### config.mk
export PLATFORM = sky130hd
export DESIGN_NAME = ocx_tlx_cmd_credit_gate_flat
export DESIGN_NICKNAME = d
export VERILOG_FILES = /design/src/rtl/ocx_tlx_pkg.sv /design/src/rtl/ocx_tlx_cmd_credit_gate_if.sv /design/src/rtl/ocx_tlx_credit_counter.sv /design/src/rtl/ocx_tlx_cmd_credit_gate.sv /design/src/flat_wrapper.sv
export SDC_FILE = /design/constraint.sdc
export NUM_CORES = 1
export LEC_CHECK = 0
export CAP_MARGIN = 20
export CORE_AREA = 2 2 158 160
export DETAILED_ROUTE_END_ITERATION = 12
export DIE_AREA = 0 0 160 162
export PLACE_DENSITY = 0.71
export SYNTH_ARGS = -nofsm -noshare
export SYNTH_HDL_FRONTEND = slang
export SYNTH_SLANG_ARGS = --single-unit
### constraint.sdc
create_clock -name clock -period 4.3 [get_ports clock]
set_input_delay 0.43 -clock clock [delete_from_list [all_inputs] [get_ports clock]]
set_output_delay 0.43 -clock clock [all_outputs]
set_load 0.02 [all_outputs]
### src/rtl/ocx_tlx_pkg.sv
// Shared TLX definitions: gate FSM encoding and command-entry field positions.
package ocx_tlx_pkg;

    typedef enum logic [1:0] {
        S_INIT = 2'd0,
        S_RUN  = 2'd1,
        S_ERR  = 2'd2
    } gate_state_e;

    localparam int         DCP_CNT_MSB = 171;
    localparam int         DCP_CNT_LSB = 168;
    localparam logic [3:0] DCP_MAX     = 4'd4;

    // A command may be followed by at most DCP_MAX data flits.
    function automatic logic dcp_cnt_bad(input logic [3:0] cnt);
        return (cnt > DCP_MAX);
    endfunction

endpackage

### src/rtl/ocx_tlx_cmd_credit_gate_if.sv
// Command FIFO read side plus the registered valid/ready stage toward the flit packer.
interface ocx_tlx_cmd_credit_gate_if #(
    parameter int DATA_WIDTH = 172
);
    logic [DATA_WIDTH-1:0] fifo_data;
    logic                  fifo_avail;
    logic                  fifo_rd_done;
    logic                  out_valid;
    logic [DATA_WIDTH-1:0] out_data;
    logic                  out_ready;

    modport master (
        input  fifo_data, fifo_avail, out_ready,
        output fifo_rd_done, out_valid, out_data
    );

    modport slave (
        output fifo_data, fifo_avail, out_ready,
        input  fifo_rd_done, out_valid, out_data
    );
endinterface

### src/rtl/ocx_tlx_credit_counter.sv
// One TL credit pool: load, return/consume in the same cycle, saturate on overflow, hold on underflow.
module ocx_tlx_credit_counter #(
    parameter int CRED_WIDTH = 8,
    parameter int RET_WIDTH  = 6,
    parameter int CONS_WIDTH = 4
) (
    input  logic                  clock,
    input  logic                  reset_n,
    input  logic                  load,
    input  logic [CRED_WIDTH-1:0] load_val,
    input  logic                  en,
    input  logic [RET_WIDTH-1:0]  ret,
    input  logic [CONS_WIDTH-1:0] consume,
    output logic [CRED_WIDTH-1:0] count,
    output logic                  err
);
    localparam int SW = CRED_WIDTH + 2;

    logic [SW-1:0] nxt_s;
    logic          ovf_s;
    logic          unf_s;

    // Two guard bits: top bit marks a negative result, next bit marks a value above the maximum.
    always_comb begin
        nxt_s = SW'(count) + SW'(ret) - SW'(consume);
        unf_s = nxt_s[SW-1];
        ovf_s = !nxt_s[SW-1] && nxt_s[SW-2];
        err   = en && (ovf_s || unf_s);
    end

    // Credit register update.
    always_ff @(posedge clock) begin
        if (!reset_n) begin
            count <= {CRED_WIDTH{1'b0}};
        end else if (load) begin
            count <= load_val;
        end else if (en) begin
            if (ovf_s) begin
                count <= {CRED_WIDTH{1'b1}};
            end else if (unf_s) begin
                count <= count;
            end else begin
                count <= nxt_s[CRED_WIDTH-1:0];
            end
        end else begin
            count <= count;
        end
    end
endmodule

### src/rtl/ocx_tlx_cmd_credit_gate.sv
// Pops TLX commands only when VC and DCP credits cover them; one-deep registered output stage.
// Stall statistics counter is built only when OCX_TLX_CMD_GATE_STATS_EN is defined.
module ocx_tlx_cmd_credit_gate
    import ocx_tlx_pkg::*;
#(
    parameter int DATA_WIDTH = 172,
    parameter int CRED_WIDTH = 8
) (
    input  logic                      clock,
    input  logic                      reset_n,
    ocx_tlx_cmd_credit_gate_if.master bus,
    input  logic                      cred_init_valid,
    input  logic [CRED_WIDTH-1:0]     cred_init_vc,
    input  logic [CRED_WIDTH-1:0]     cred_init_dcp,
    input  logic [3:0]                ret_vc,
    input  logic [5:0]                ret_dcp,
    output logic [CRED_WIDTH-1:0]     vc_credits,
    output logic [CRED_WIDTH-1:0]     dcp_credits,
    output logic                      cred_error,
    output logic [15:0]               stall_count
);
    gate_state_e           state_r;
    logic                  out_valid_r;
    logic [DATA_WIDTH-1:0] out_data_r;
    logic                  cred_error_r;

    logic       run_s;
    logic       load_s;
    logic [3:0] dcp_cnt_s;
    logic       cnt_bad_s;
    logic       stage_free_s;
    logic       cred_ok_s;
    logic       pop_s;
    logic       bad_cnt_err_s;
    logic [3:0] dcp_consume_s;
    logic       vc_err_s;
    logic       dcp_err_s;

    // Pop decision uses only the credits held at the start of the cycle.
    always_comb begin
        run_s         = (state_r == S_RUN);
        load_s        = (state_r == S_INIT) && cred_init_valid;
        dcp_cnt_s     = bus.fifo_data[DCP_CNT_MSB:DCP_CNT_LSB];
        cnt_bad_s     = dcp_cnt_bad(dcp_cnt_s);
        stage_free_s  = !out_valid_r || bus.out_ready;
        cred_ok_s     = (vc_credits != {CRED_WIDTH{1'b0}}) &&
                        (dcp_credits >= CRED_WIDTH'(dcp_cnt_s));
        pop_s         = reset_n && run_s && bus.fifo_avail && !cnt_bad_s &&
                        cred_ok_s && stage_free_s;
        bad_cnt_err_s = run_s && bus.fifo_avail && cnt_bad_s;
        dcp_consume_s = pop_s ? dcp_cnt_s : 4'd0;
    end

    ocx_tlx_credit_counter #(
        .CRED_WIDTH (CRED_WIDTH),
        .RET_WIDTH  (4),
        .CONS_WIDTH (1)
    ) u_vc_cred (
        .clock    (clock),
        .reset_n  (reset_n),
        .load     (load_s),
        .load_val (cred_init_vc),
        .en       (run_s),
        .ret      (ret_vc),
        .consume  (pop_s),
        .count    (vc_credits),
        .err      (vc_err_s)
    );

    ocx_tlx_credit_counter #(
        .CRED_WIDTH (CRED_WIDTH),
        .RET_WIDTH  (6),
        .CONS_WIDTH (4)
    ) u_dcp_cred (
        .clock    (clock),
        .reset_n  (reset_n),
        .load     (load_s),
        .load_val (cred_init_dcp),
        .en       (run_s),
        .ret      (ret_dcp),
        .consume  (dcp_consume_s),
        .count    (dcp_credits),
        .err      (dcp_err_s)
    );

    // Gate FSM plus output stage; the stage keeps draining in every state.
    always_ff @(posedge clock) begin
        if (!reset_n) begin
            state_r      <= S_INIT;
            cred_error_r <= 1'b0;
            out_valid_r  <= 1'b0;
            out_data_r   <= {DATA_WIDTH{1'b0}};
        end else begin
            case (state_r)
                S_INIT: begin
                    if (cred_init_valid) state_r <= S_RUN;
                    else                 state_r <= S_INIT;
                end
                S_RUN: begin
                    if (vc_err_s || dcp_err_s || bad_cnt_err_s) begin
                        state_r      <= S_ERR;
                        cred_error_r <= 1'b1;
                    end else begin
                        state_r <= S_RUN;
                    end
                end
                S_ERR: begin
                    state_r      <= S_ERR;
                    cred_error_r <= 1'b1;
                end
                default: begin
                    state_r      <= S_ERR;
                    cred_error_r <= 1'b1;
                end
            endcase

            if (pop_s) begin
                out_valid_r <= 1'b1;
                out_data_r  <= bus.fifo_data;
            end else if (bus.out_ready) begin
                out_valid_r <= 1'b0;
            end else begin
                out_valid_r <= out_valid_r;
            end
        end
    end

    assign bus.fifo_rd_done = pop_s;
    assign bus.out_valid    = out_valid_r;
    assign bus.out_data     = out_data_r;
    assign cred_error       = cred_error_r;

`ifdef OCX_TLX_CMD_GATE_STATS_EN
    logic        stall_s;
    logic [15:0] stall_count_r;

    assign stall_s = run_s && bus.fifo_avail && stage_free_s && !cred_ok_s && !cnt_bad_s;

    // Saturating count of cycles lost to missing credits.
    always_ff @(posedge clock) begin
        if (!reset_n) begin
            stall_count_r <= 16'h0000;
        end else if (stall_s && (stall_count_r != 16'hFFFF)) begin
            stall_count_r <= stall_count_r + 16'd1;
        end else begin
            stall_count_r <= stall_count_r;
        end
    end

    assign stall_count = stall_count_r;
`else
    assign stall_count = 16'h0000;
`endif
endmodule

### src/flat_wrapper.sv
// flat-port wrapper written by rule: the top's interface ports become plain ports
module ocx_tlx_cmd_credit_gate_flat import ocx_tlx_pkg::*;
#(
    parameter int DATA_WIDTH = 172,
    parameter int CRED_WIDTH = 8
)
  (clock, reset_n, cred_init_valid, cred_init_vc, cred_init_dcp, ret_vc, ret_dcp, vc_credits, dcp_credits, cred_error, stall_count, bus_fifo_data, bus_fifo_avail, bus_out_ready, bus_fifo_rd_done, bus_out_valid, bus_out_data);
  ocx_tlx_cmd_credit_gate_if #(.DATA_WIDTH(DATA_WIDTH)) bus_i ();
  input  logic clock;
  input  logic reset_n;
  input  logic cred_init_valid;
  input  logic [CRED_WIDTH-1:0] cred_init_vc;
  input  logic [CRED_WIDTH-1:0] cred_init_dcp;
  input  logic [3:0] ret_vc;
  input  logic [5:0] ret_dcp;
  output logic [CRED_WIDTH-1:0] vc_credits;
  output logic [CRED_WIDTH-1:0] dcp_credits;
  output logic cred_error;
  output logic [15:0] stall_count;
  input wire logic [$bits(bus_i.fifo_data)-1:0] bus_fifo_data;
  input wire logic [$bits(bus_i.fifo_avail)-1:0] bus_fifo_avail;
  input wire logic [$bits(bus_i.out_ready)-1:0] bus_out_ready;
  output wire logic [$bits(bus_i.fifo_rd_done)-1:0] bus_fifo_rd_done;
  output wire logic [$bits(bus_i.out_valid)-1:0] bus_out_valid;
  output wire logic [$bits(bus_i.out_data)-1:0] bus_out_data;
  assign bus_i.fifo_data = bus_fifo_data;
  assign bus_i.fifo_avail = bus_fifo_avail;
  assign bus_i.out_ready = bus_out_ready;
  assign bus_fifo_rd_done = bus_i.fifo_rd_done;
  assign bus_out_valid = bus_i.out_valid;
  assign bus_out_data = bus_i.out_data;
  ocx_tlx_cmd_credit_gate #(.DATA_WIDTH(DATA_WIDTH), .CRED_WIDTH(CRED_WIDTH)) u_core (.clock(clock), .reset_n(reset_n), .bus(bus_i), .cred_init_valid(cred_init_valid), .cred_init_vc(cred_init_vc), .cred_init_dcp(cred_init_dcp), .ret_vc(ret_vc), .ret_dcp(ret_dcp), .vc_credits(vc_credits), .dcp_credits(dcp_credits), .cred_error(cred_error), .stall_count(stall_count));
endmodule
* After elaboration in Yosys (flattened, before gate mapping) *
Cells that the tools add are included.

storage, ports and cells
  input port bits = 203
  memories = 0
  ROM bits = 0
  RAM bits = 0
  latch bits = 0
  flip-flop bits (word level) = 192
  word-level logic and storage cells = 62

operators by class
  mux-type cells = 16
  div/mod/pow operators = 0
  equality and inequality tests = 4
  reduce and logical (&&, ||, !) cells = 29
  multipliers = 0
  bitwise gates (word level) = 1
  shift operators = 0
  magnitude comparators = 2
  add/sub/neg operators = 4

operators with widths
  cell                count
  $mux 8              8
  $logic_and 1x1->1   13
  $sub 10x1->10       1
  $sub 10x4->10       1
  $add 8x4->9         1
  $add 8x6->9         1
  $ge 8x4->1          1
  $reduce_bool 8->1   1
  $ne 3x1->1 const B  2
  $reduce_and 2->1    3
  $logic_or 1x1->1    5
  $gt 4x3->1 const B  1
  $logic_not 1->1     4
  $mux 1              4
  $mux 4              1
  $pmux 2 s2          1
  $reduce_bool 2->1   2
  $eq 2x1->1 const B  1
  $logic_not 2->1     1
  $mux 2              1
  $ne 2x1->1 const B  1
  $pmux 1 s2          1
  $not 1->1           1

* Logic depth before layout (Yosys ltp) *
Gate-level depths: netlist of the first run.

  depth after elaboration = 16
  mapped depth = 22

* By module *
From an unflattened synthesis of the first run, not the netlist that was laid out.

second synthesis, totals
  cell total of the unflattened synthesis = 1,042
  area total of the unflattened synthesis = 9,232.6 sq um

modules (own cells, without submodules)
  module                                       cells each  area an instance (sq um)  instances
  ocx_tlx_cmd_credit_gate                      784         7,178.1                   1
  ocx_tlx_credit_counter at u_core.u_dcp_cred  132         1,058.5                   1
  ocx_tlx_credit_counter at u_core.u_vc_cred   126         996.0                     1

* Least setup slack after synthesis of the first run *
OpenSTA, ideal clock, no wires.

  path type = register to register
  from = reg u_core.u_dcp_cred.count[0]
  to = reg u_core.u_dcp_cred.count[4]
  cell stages (with the launch flop) = 23
  arrival time = 4.075 ns
  setup time = 0.091 ns
  setup slack = 0.134 ns
  path through = dfxtp_1 > inv_1 > ha_1 > nand2b_1 > a21o_1 > a21o_1 > a211oi_1 > or3_1 > inv_2 > clkbuf_1 > nand2_1 > inv_1 > ha_1 > inv_1 > fa_1 > a21o_1 > a21oi_1 > o21ai_0 > a2111oi_1 > o22ai_1 > and2_1 > buf_6 > a311oi_1

between the ends
  longest elaborated chain between the ends = 11
  elaborated cells between the ends (all ways) = 15
  those cells by class = 2 x add/sub; 1 x order compare; 1 x eq/ne; 5 x mux; 6 x reduce/logical

ends and longest elaborated chain
  element                   line                           source
  start: declaration        ocx_tlx_credit_counter.sv:14   output logic [CRED_WIDTH-1:0] count,
  start signal: assignment  ocx_tlx_credit_counter.sv:34   count <= {CRED_WIDTH{1'b0}};
  start signal: assignment  ocx_tlx_credit_counter.sv:36   count <= load_val;
  start signal: assignment  ocx_tlx_credit_counter.sv:39   count <= {CRED_WIDTH{1'b1}};
  $ge 8x4->1                ocx_tlx_cmd_credit_gate.sv:47  (dcp_credits >= CRED_WIDTH'(dcp_cnt_s));
  $logic_and 1x1->1         ocx_tlx_cmd_credit_gate.sv:46  cred_ok_s = (vc_credits != {CRED_WIDTH{1'b0}}) &&
  $logic_and 1x1->1         ocx_tlx_cmd_credit_gate.sv:48  pop_s = reset_n && run_s && bus.fifo_avail && !cnt_bad_s &&
  $logic_and 1x1->1         ocx_tlx_cmd_credit_gate.sv:49  cred_ok_s && stage_free_s;
  $mux 4                    ocx_tlx_cmd_credit_gate.sv:51  dcp_consume_s = pop_s ? dcp_cnt_s : 4'd0;
  $sub 10x4->10 *           ocx_tlx_credit_counter.sv:25   nxt_s = SW'(count) + SW'(ret) - SW'(consume);
  $logic_not 1->1           ocx_tlx_credit_counter.sv:27   ovf_s = !nxt_s[SW-1] && nxt_s[SW-2];
  $logic_and 1x1->1         ocx_tlx_credit_counter.sv:27
  $mux 8                    ocx_tlx_credit_counter.sv:38   if (ovf_s) begin
  $mux 8                    ocx_tlx_credit_counter.sv:37   end else if (en) begin
  $mux 8                    ocx_tlx_credit_counter.sv:35   end else if (load) begin

Mark *: on every way between the ends. The rest lies on a longest branch, timed or not. The select of a mux whose other input is x is not followed.
A chain may end at the register's enable or synchronous reset.

* Final worst setup path of the first run *
  from = in bus_fifo_data[168]
  to = reg u_core.u_dcp_cred.count[4]

between the ends
  longest elaborated chain between the ends = 12
  elaborated cells between the ends (all ways) = 17
  those cells by class = 1 x add/sub; 2 x order compare; 1 x eq/ne; 5 x mux; 8 x reduce/logical

ends and longest elaborated chain
  element                                                             line                           source
  start: declaration                                                  flat_wrapper.sv:20             input wire logic [$bits(bus_i.fifo_data)-1:0] bus_fifo_data;
  parallel branches: the longest is 5 deep, another holds $ge 8x4->1  n/a
  $mux 4 *                                                            ocx_tlx_cmd_credit_gate.sv:51
  $sub 10x4->10 *                                                     ocx_tlx_credit_counter.sv:25
  $logic_not 1->1                                                     ocx_tlx_credit_counter.sv:27
  $logic_and 1x1->1                                                   ocx_tlx_credit_counter.sv:27
  $mux 8                                                              ocx_tlx_credit_counter.sv:38
  $mux 8                                                              ocx_tlx_credit_counter.sv:37
  $mux 8                                                              ocx_tlx_credit_counter.sv:35

Mark *: on every way between the ends. The select of a mux whose other input is x is not followed.

==> results.toml, run 1 <==
[yosys]
ys_ff_latch = 192
synth_compound_area_frac = 0.1998
ys.flop_type = "dfxtp_1"
async_reset_ff_frac = 0
synthesis.area_um2 = 8134
synth_edf_count = 0
synth-adder-area-share = 0.03815
yosysWarnings = 0
synth_top_family_by_area = "simple AND/OR/NAND/NOR gates"
synthXorXnorAreaFrac = 0.01184
yosysTopAreaCell = "dfxtp_1"
avgSynthCellArea_um2 = 7.851
synthTopCellsByCount = "nand2_1, dfxtp_1, a21oi_1"
synth.area.top_cells = "dfxtp_1, nand2_1, a21oi_1"
synthSimpleGateAreaFrac = 0.2147
synth_cell_types = 66
netlist.area_leader.share = 0.4725
postSynthCellCount = 1036
synth_most_common_cell = "nand2_1"
synthMuxAreaShare = 0.002461
synth_seq_area_share = 0.4725

[global_route]
antenna_found_initial = 0
grt_pass1_vias = 7994
grt_pass1_wl_um = 43040
grt_overflow = 0
grt_max_degree = 102
grt_usage = 0.2073

[outcome]
outcome = "completed"

[floorplanning]
floorplan.initialDensity = 0.3374
die-area_um2 = 25920
die_h_um = 162
die_w_um = 160
io_pins = 410
coreArea_um2 = 24110
row_count = 57

[worst_hold_path]
hp-start = "u_core.bus.out_data[21]$_SDFFE_PN0N_"
hold_end = "u_core.bus.out_data[21]$_SDFFE_PN0N_"
hp-class = "register to register"
hold_depth = 2

[setup_path]
path_max_fanout = 7
cp.required_ps = 4630
cp.arrival_ps = 4340
r2r_start = "u_core.u_dcp_cred.count[0]$_SDFFE_PN0P_"
reg2reg_depth = 20
worstSetupEndpointType = "register"
critPathLaunchType = "input port"
rr_endpoint = "u_core.u_dcp_cred.count[4]$_SDFFE_PN0P_"
crit_type = "input port to register"
r2r_slack_ps = 330

[routing]
drtAntennaViolNets = 0
drcViolationCount = 0
dr.pass1.iters = 5
post_drt_wl_per_cell_um = 16.05
via_per_inst = 4.790
drt-total-wl_um = 27860
drtIter0Drc = 570
num_vias = 8315

[cells_and_area]
finalNetCount = 1625
syn_to_final_growth_pct = 58.27
n_antenna_cell = 0
final_area_um2 = 12870
drive_gt1_frac = 0.04674
num-fill-cells = 2310

[timing]
period_needed_ps = 4008
fin_crit_sh = 0.9320
setup_viol = 0
rsz0062_at_grt = "false"
slew_violations = 0
worst_pin_slew_ps = 1068
slew_headroom = 0.2879
clock_skew_ps = 13.08
hold_viol = 0
max_freq_mhz = 249.5

[clock_network]
cts.reportedPaths.clkPinSlew_ps = 70
cts_resized = 0
cts_tree = "built"
ctsHoldBuffers = 0
htreeDepth = 4
worstSkewPairLatency_ps = 430
cts_made_buffers = 17
numClockSinks = 192
cts_setup_buffers = 0
cts.path.max_buffers = 2
clockRootBuffer = "clkbuf_16"

[power_and_ir_drop]
p_comb_frac = 0.252
clkPwrFrac = 0.339
power_mw = 4.692
power_frac_seq = 0.410
switching_power_mw = 1.475
p_sw_frac = 0.3143
internal-power_mw = 3.217
ir_drop_v = 0.0002060
p_leak_nw = 4.494
power.density_nw_per_um2 = 364.5

[place]
place.detailed.hpwl_um = 20500
io_buffers = 393
placed_cell_area_um2 = 12280
gp_congestion = 0.8837

[run]
drv_cap = 0
[state kept, by name (all words and copies together), names as in the netlist]
signal and count:
u_core.bus.out_data 172, u_core.bus.out_valid 1, u_core.cred_error 1, u_core.state_r 2, u_core.u_dcp_cred.count 8, u_core.u_vc_cred.count 8
[worst max-delay path, stage by stage]
cell	delay (ps)
clkdlybuf4s50_1	450
ha_1	300
nand2b_1	90
a21o_1	110
a21o_1	110
a211oi_1	90
or3_4	390
inv_4	70
nand2_1	70
inv_1	60
ha_1	130
inv_1	60
fa_1	400
a21o_1	170
a21oi_1	160
o21ai_0	170
a2111oi_1	390
o22ai_1	150
and2_1	270
a311oi_1	270
[worst max path at each step]
stage	startpoint	cells past startpoint	slack [ps]	to
2_1_floorplan	u_core.u_dcp_cred.count[0]$_SDFFE_PN0P_	22	130	u_core.u_dcp_cred.count[4]$_SDFFE_PN0P_
6_report	bus_fifo_data[168]	20	290	u_core.u_dcp_cred.count[4]$_SDFFE_PN0P_
3_3_place_gp	bus_fifo_data[168]	18	-30	u_core.u_dcp_cred.count[4]$_SDFFE_PN0P_
4_1_cts	bus_fifo_data[168]	18	300	u_core.u_dcp_cred.count[4]$_SDFFE_PN0P_
3_5_place_dp	bus_fifo_data[168]	18	-170	u_core.u_dcp_cred.count[4]$_SDFFE_PN0P_
5_1_grt	bus_fifo_data[169]	20	60	u_core.u_dcp_cred.count[4]$_SDFFE_PN0P_
[layout make-up]
| cell class | instances | area, um^2 | area share |
|---|---|---|---|
| multi-input combinational | 756 | 3867 | 0.3004 |
| inverter | 22 | 87.58 | 0.006803 |
| timing repair buffer | 410 | 4074 | 0.3165 |
| sequential | 192 | 3844 | 0.2986 |
| clock buffer | 18 | 439.2 | 0.03411 |
| clock inverter | 14 | 156.4 | 0.01215 |
| tap | 324 | 405.4 | 0.03149 |
[cells by family after synthesis]
| kind of cell | count (synthesis) |
|---|---|
| AO/OA/AOI/OAI | 273 |
| XOR/XNOR | 11 |
| adder cells (fa/ha/maj) | 23 |
| buffers and inverters | 103 |
| flip-flops | 192 |
| multiplexers | 2 |
| other | 2 |
| AND/OR/NAND/NOR | 430 |
[power by group through the flow]
| stage | registers (mW) | logic, mW | clock network (mW) |
|---|---|---|---|
| 2_1_floorplan | 2.02 | 0.643 | 0 |
| 3_3_place_gp | 1.96 | 1.16 | 0 |
| 3_5_place_dp | 1.96 | 1.17 | 0 |
| 4_1_cts | 1.92 | 1.18 | 1.64 |
| 5_1_grt | 1.93 | 1.29 | 1.71 |
| 6_report | 1.92 | 1.18 | 1.59 |
[layer usage]
metal | vias to the layer above | GRT usage | part of all wire
li1 | 4161 | - | -
met1 | 3822 | 0.2433 | 0.41
met2 | 286 | 0.3668 | 0.50
met3 | 46 | 0.04980 | 0.057
met4 | 0 | 0.07985 | 0.030
met5 | - | 0 | 0
[placed cells by master (no fill, tap or decap), types with 4 or more instances in the layout]
master / instances
a21o_1: 8
xnor2_1: 7
clkbuf_16: 17
o211ai_1: 5
clkdlybuf4s50_1: 393
nor2_1: 19
nand2b_1: 5
a21oi_1: 185
and2_1: 5
nand2_1: 360
buf_4: 16
dfxtp_1: 192
or2_2: 4
nor3_1: 9
o21a_1: 4
conb_1: 17
ha_1: 20
a211oi_1: 9
inv_8: 6
xor2_1: 4
o21ai_0: 26
and3_1: 4
inv_1: 20
[through the flow]
stage / hold WS (ps) / worst slack, ps / cells / util / setup TNS (ps)
floorplan: 499.4 / 133.8 / 1051 / - / 0
global route: 471.9 / 58.75 / 1736 / 0.5341 / 0
CTS: 456.3 / 296.2 / 1736 / 0.5341 / 0
detailed placement: 445.7 / -168.7 / 1704 / 0.5093 / -1068
finish: 453.3 / 292.4 / 1736 / 0.5341 / 0
global placement: 440.9 / -31.18 / 1704 / 0.5093 / -31.18
Note: power is estimated with default switching activity, not from simulation.
==> inputs of run 2 (changes only) <==
PLACE_DENSITY = 0.77   (was 0.71)
==> results.toml, run 2 (synthesized netlist as in run 1, its figures left out) <==
[setup_path]
cp_cell_sequence = "clkdlybuf4s50_1 -> inv_1 -> ha_1 -> a21o_1 -> a21o_1 -> a211oi_1 -> or3_4 -> inv_4 -> buf_4 -> buf_4 -> clkdlybuf4s50_1"
crit_type = "input port to output port"
slowest_delay_ps = 750
critPathLaunchType = "input port"
worstSetupEndpointType = "output port"
path_max_fanout = 83
critical_path_buf_inv_count = 6
crit_slowest_cell = "clkdlybuf4s50_1"
cp.arrival_ps = 3610
cp_top_family = "buffers and inverters"
cp.required_ps = 3870

[clock_network]
cts_tree = "built"
numClockSinks = 192
cts.path.max_buffers = 2
cts_made_buffers = 17
htreeDepth = 4
cts.reportedPaths.clkPinSlew_ps = 70
clockRootBuffer = "clkbuf_16"
worstSkewPairLatency_ps = 440
cts_setup_buffers = 0

[power_and_ir_drop]
power.density_nw_per_um2 = 366.8
ir_drop_v = 0.0003021
p_leak_nw = 4.521

[global_route]
grt_max_degree = 108
grt_usage = 0.2019
grt_pass1_vias = 7897
grt_pass1_wl_um = 42120
antenna_found_initial = 0
grt_overflow = 0

[timing]
slew_headroom = 0.3440
period_needed_ps = 4037
rsz0062_at_grt = "false"
fin_crit_sh = 0.9389
worst_pin_slew_ps = 984.0
setup_viol = 0
slew_violations = 0
setup_tns_ps = 0
hold_viol = 0
fin_ws_ps = 262.9
clock_skew_ps = 17.57
max_freq_mhz = 247.7

[place]
io_buffers = 393
gp_congestion = 0.8646
pre_cts_slack_ps = -168.2
place.detailed.hpwl_um = 20360

[outcome]
outcome = "completed"

[routing]
dr.pass1.iters = 5
via_per_inst = 4.859
drt-total-wl_um = 27780
post_drt_wl_per_cell_um = 15.97
num_vias = 8454
drtAntennaViolNets = 0
drtIter0Drc = 606
drcViolationCount = 0

[floorplanning]
io_pins = 410
die-area_um2 = 25920
coreArea_um2 = 24110
row_count = 57
die_w_um = 160
die_h_um = 162
floorplan.initialDensity = 0.3374

[run]
drv_cap = 0

[cells_and_area]
finalNetCount = 1629
num-fill-cells = 2287
largest_reg_flops = 172
syn_to_final_growth_pct = 59.22
n_antenna_cell = 0
final_cell_mix = "clkdlybuf4s50_1, nand2_1, dfxtp_1, a21oi_1, o21ai_0"
drive_gt1_frac = 0.05014
final_common_cell = "clkdlybuf4s50_1"

[worst_hold_path]
hp-class = "register to register"
run 2: timing repair:
| action | CTS | global route |
|---|---|---|
| resized for setup | 0 | 2 |
| hold buffers | 0 | 0 |
| endpoints found under the hold margin | 0 | 0 |
| endpoints found under the setup margin | 0 | 1 |
run 2: report_power, final:
group | total, mW | leakage (nW) | switching [mW] | internal (mW)
Clock | 1.64 | 0.295 | 0.828 | 0.811
Combinational | 1.19 | 2.67 | 0.613 | 0.578
Sequential | 1.92 | 1.55 | 0.0767 | 1.84
run 2: cell type report:
| type | instances | area (um^2) | share of cell area |
|---|---|---|---|
| timing repair buffer | 414 | 4124 | 0.3184 |
| clock inverter | 14 | 178.9 | 0.01382 |
| inverter | 22 | 87.58 | 0.006763 |
| multi-input combinational | 756 | 3872 | 0.2990 |
| clock buffer | 18 | 439.2 | 0.03391 |
| sequential | 192 | 3844 | 0.2968 |
| tap | 324 | 405.4 | 0.03130 |
run 2: worst min-delay path: cells and delay by family (launching register included):
| kind | cells | cell delay, ps |
|---|---|---|
| flip-flops | 1 | 310 |
| AND/OR/NAND/NOR | 1 | 50 |
| AO/OA/AOI/OAI | 1 | 50 |
run 2: metrics by stage:
stage               cells  power [mW]  hold slack [ps]  utilization  instance area, um^2
floorplan            1051       2.659            499.4            -                 8190
global placement     1707       3.116            440.4       0.5103                12300
detailed placement   1707       3.131            445.5       0.5103                12300
CTS                  1739       4.777            456.0       0.5359                12920
global route         1740       4.965            468.2       0.5373                12950
finish               1740       4.751            454.3       0.5373                12950
run 2: layer usage:
metal / vias up / GRT usage / part of all wire
met4: 0 / 0.07207 / 0.027
met5: - / 0 / 0
met1: 3933 / 0.2422 / 0.41
met2: 311 / 0.3534 / 0.50
li1: 4159 / - / -
met3: 51 / 0.04877 / 0.064
run 2: worst paths after layout:
| check | startpoint | endpoint | slack (ps) | cells after the start |
|---|---|---|---|---|
| worst min register to register | u_core.bus.out_data[165]$_SDFFE_PN0N_ | u_core.bus.out_data[165]$_SDFFE_PN0N_ | 450 | 2 |
| worst max-delay path | bus_fifo_data[169] | bus_fifo_rd_done | 260 | 11 |
| worst min-delay path | u_core.bus.out_data[165]$_SDFFE_PN0N_ | u_core.bus.out_data[165]$_SDFFE_PN0N_ | 450 | 2 |
| worst max register to register | u_core.u_dcp_cred.count[0]$_SDFFE_PN0P_ | u_core.u_dcp_cred.count[4]$_SDFFE_PN0P_ | 370 | 20 |
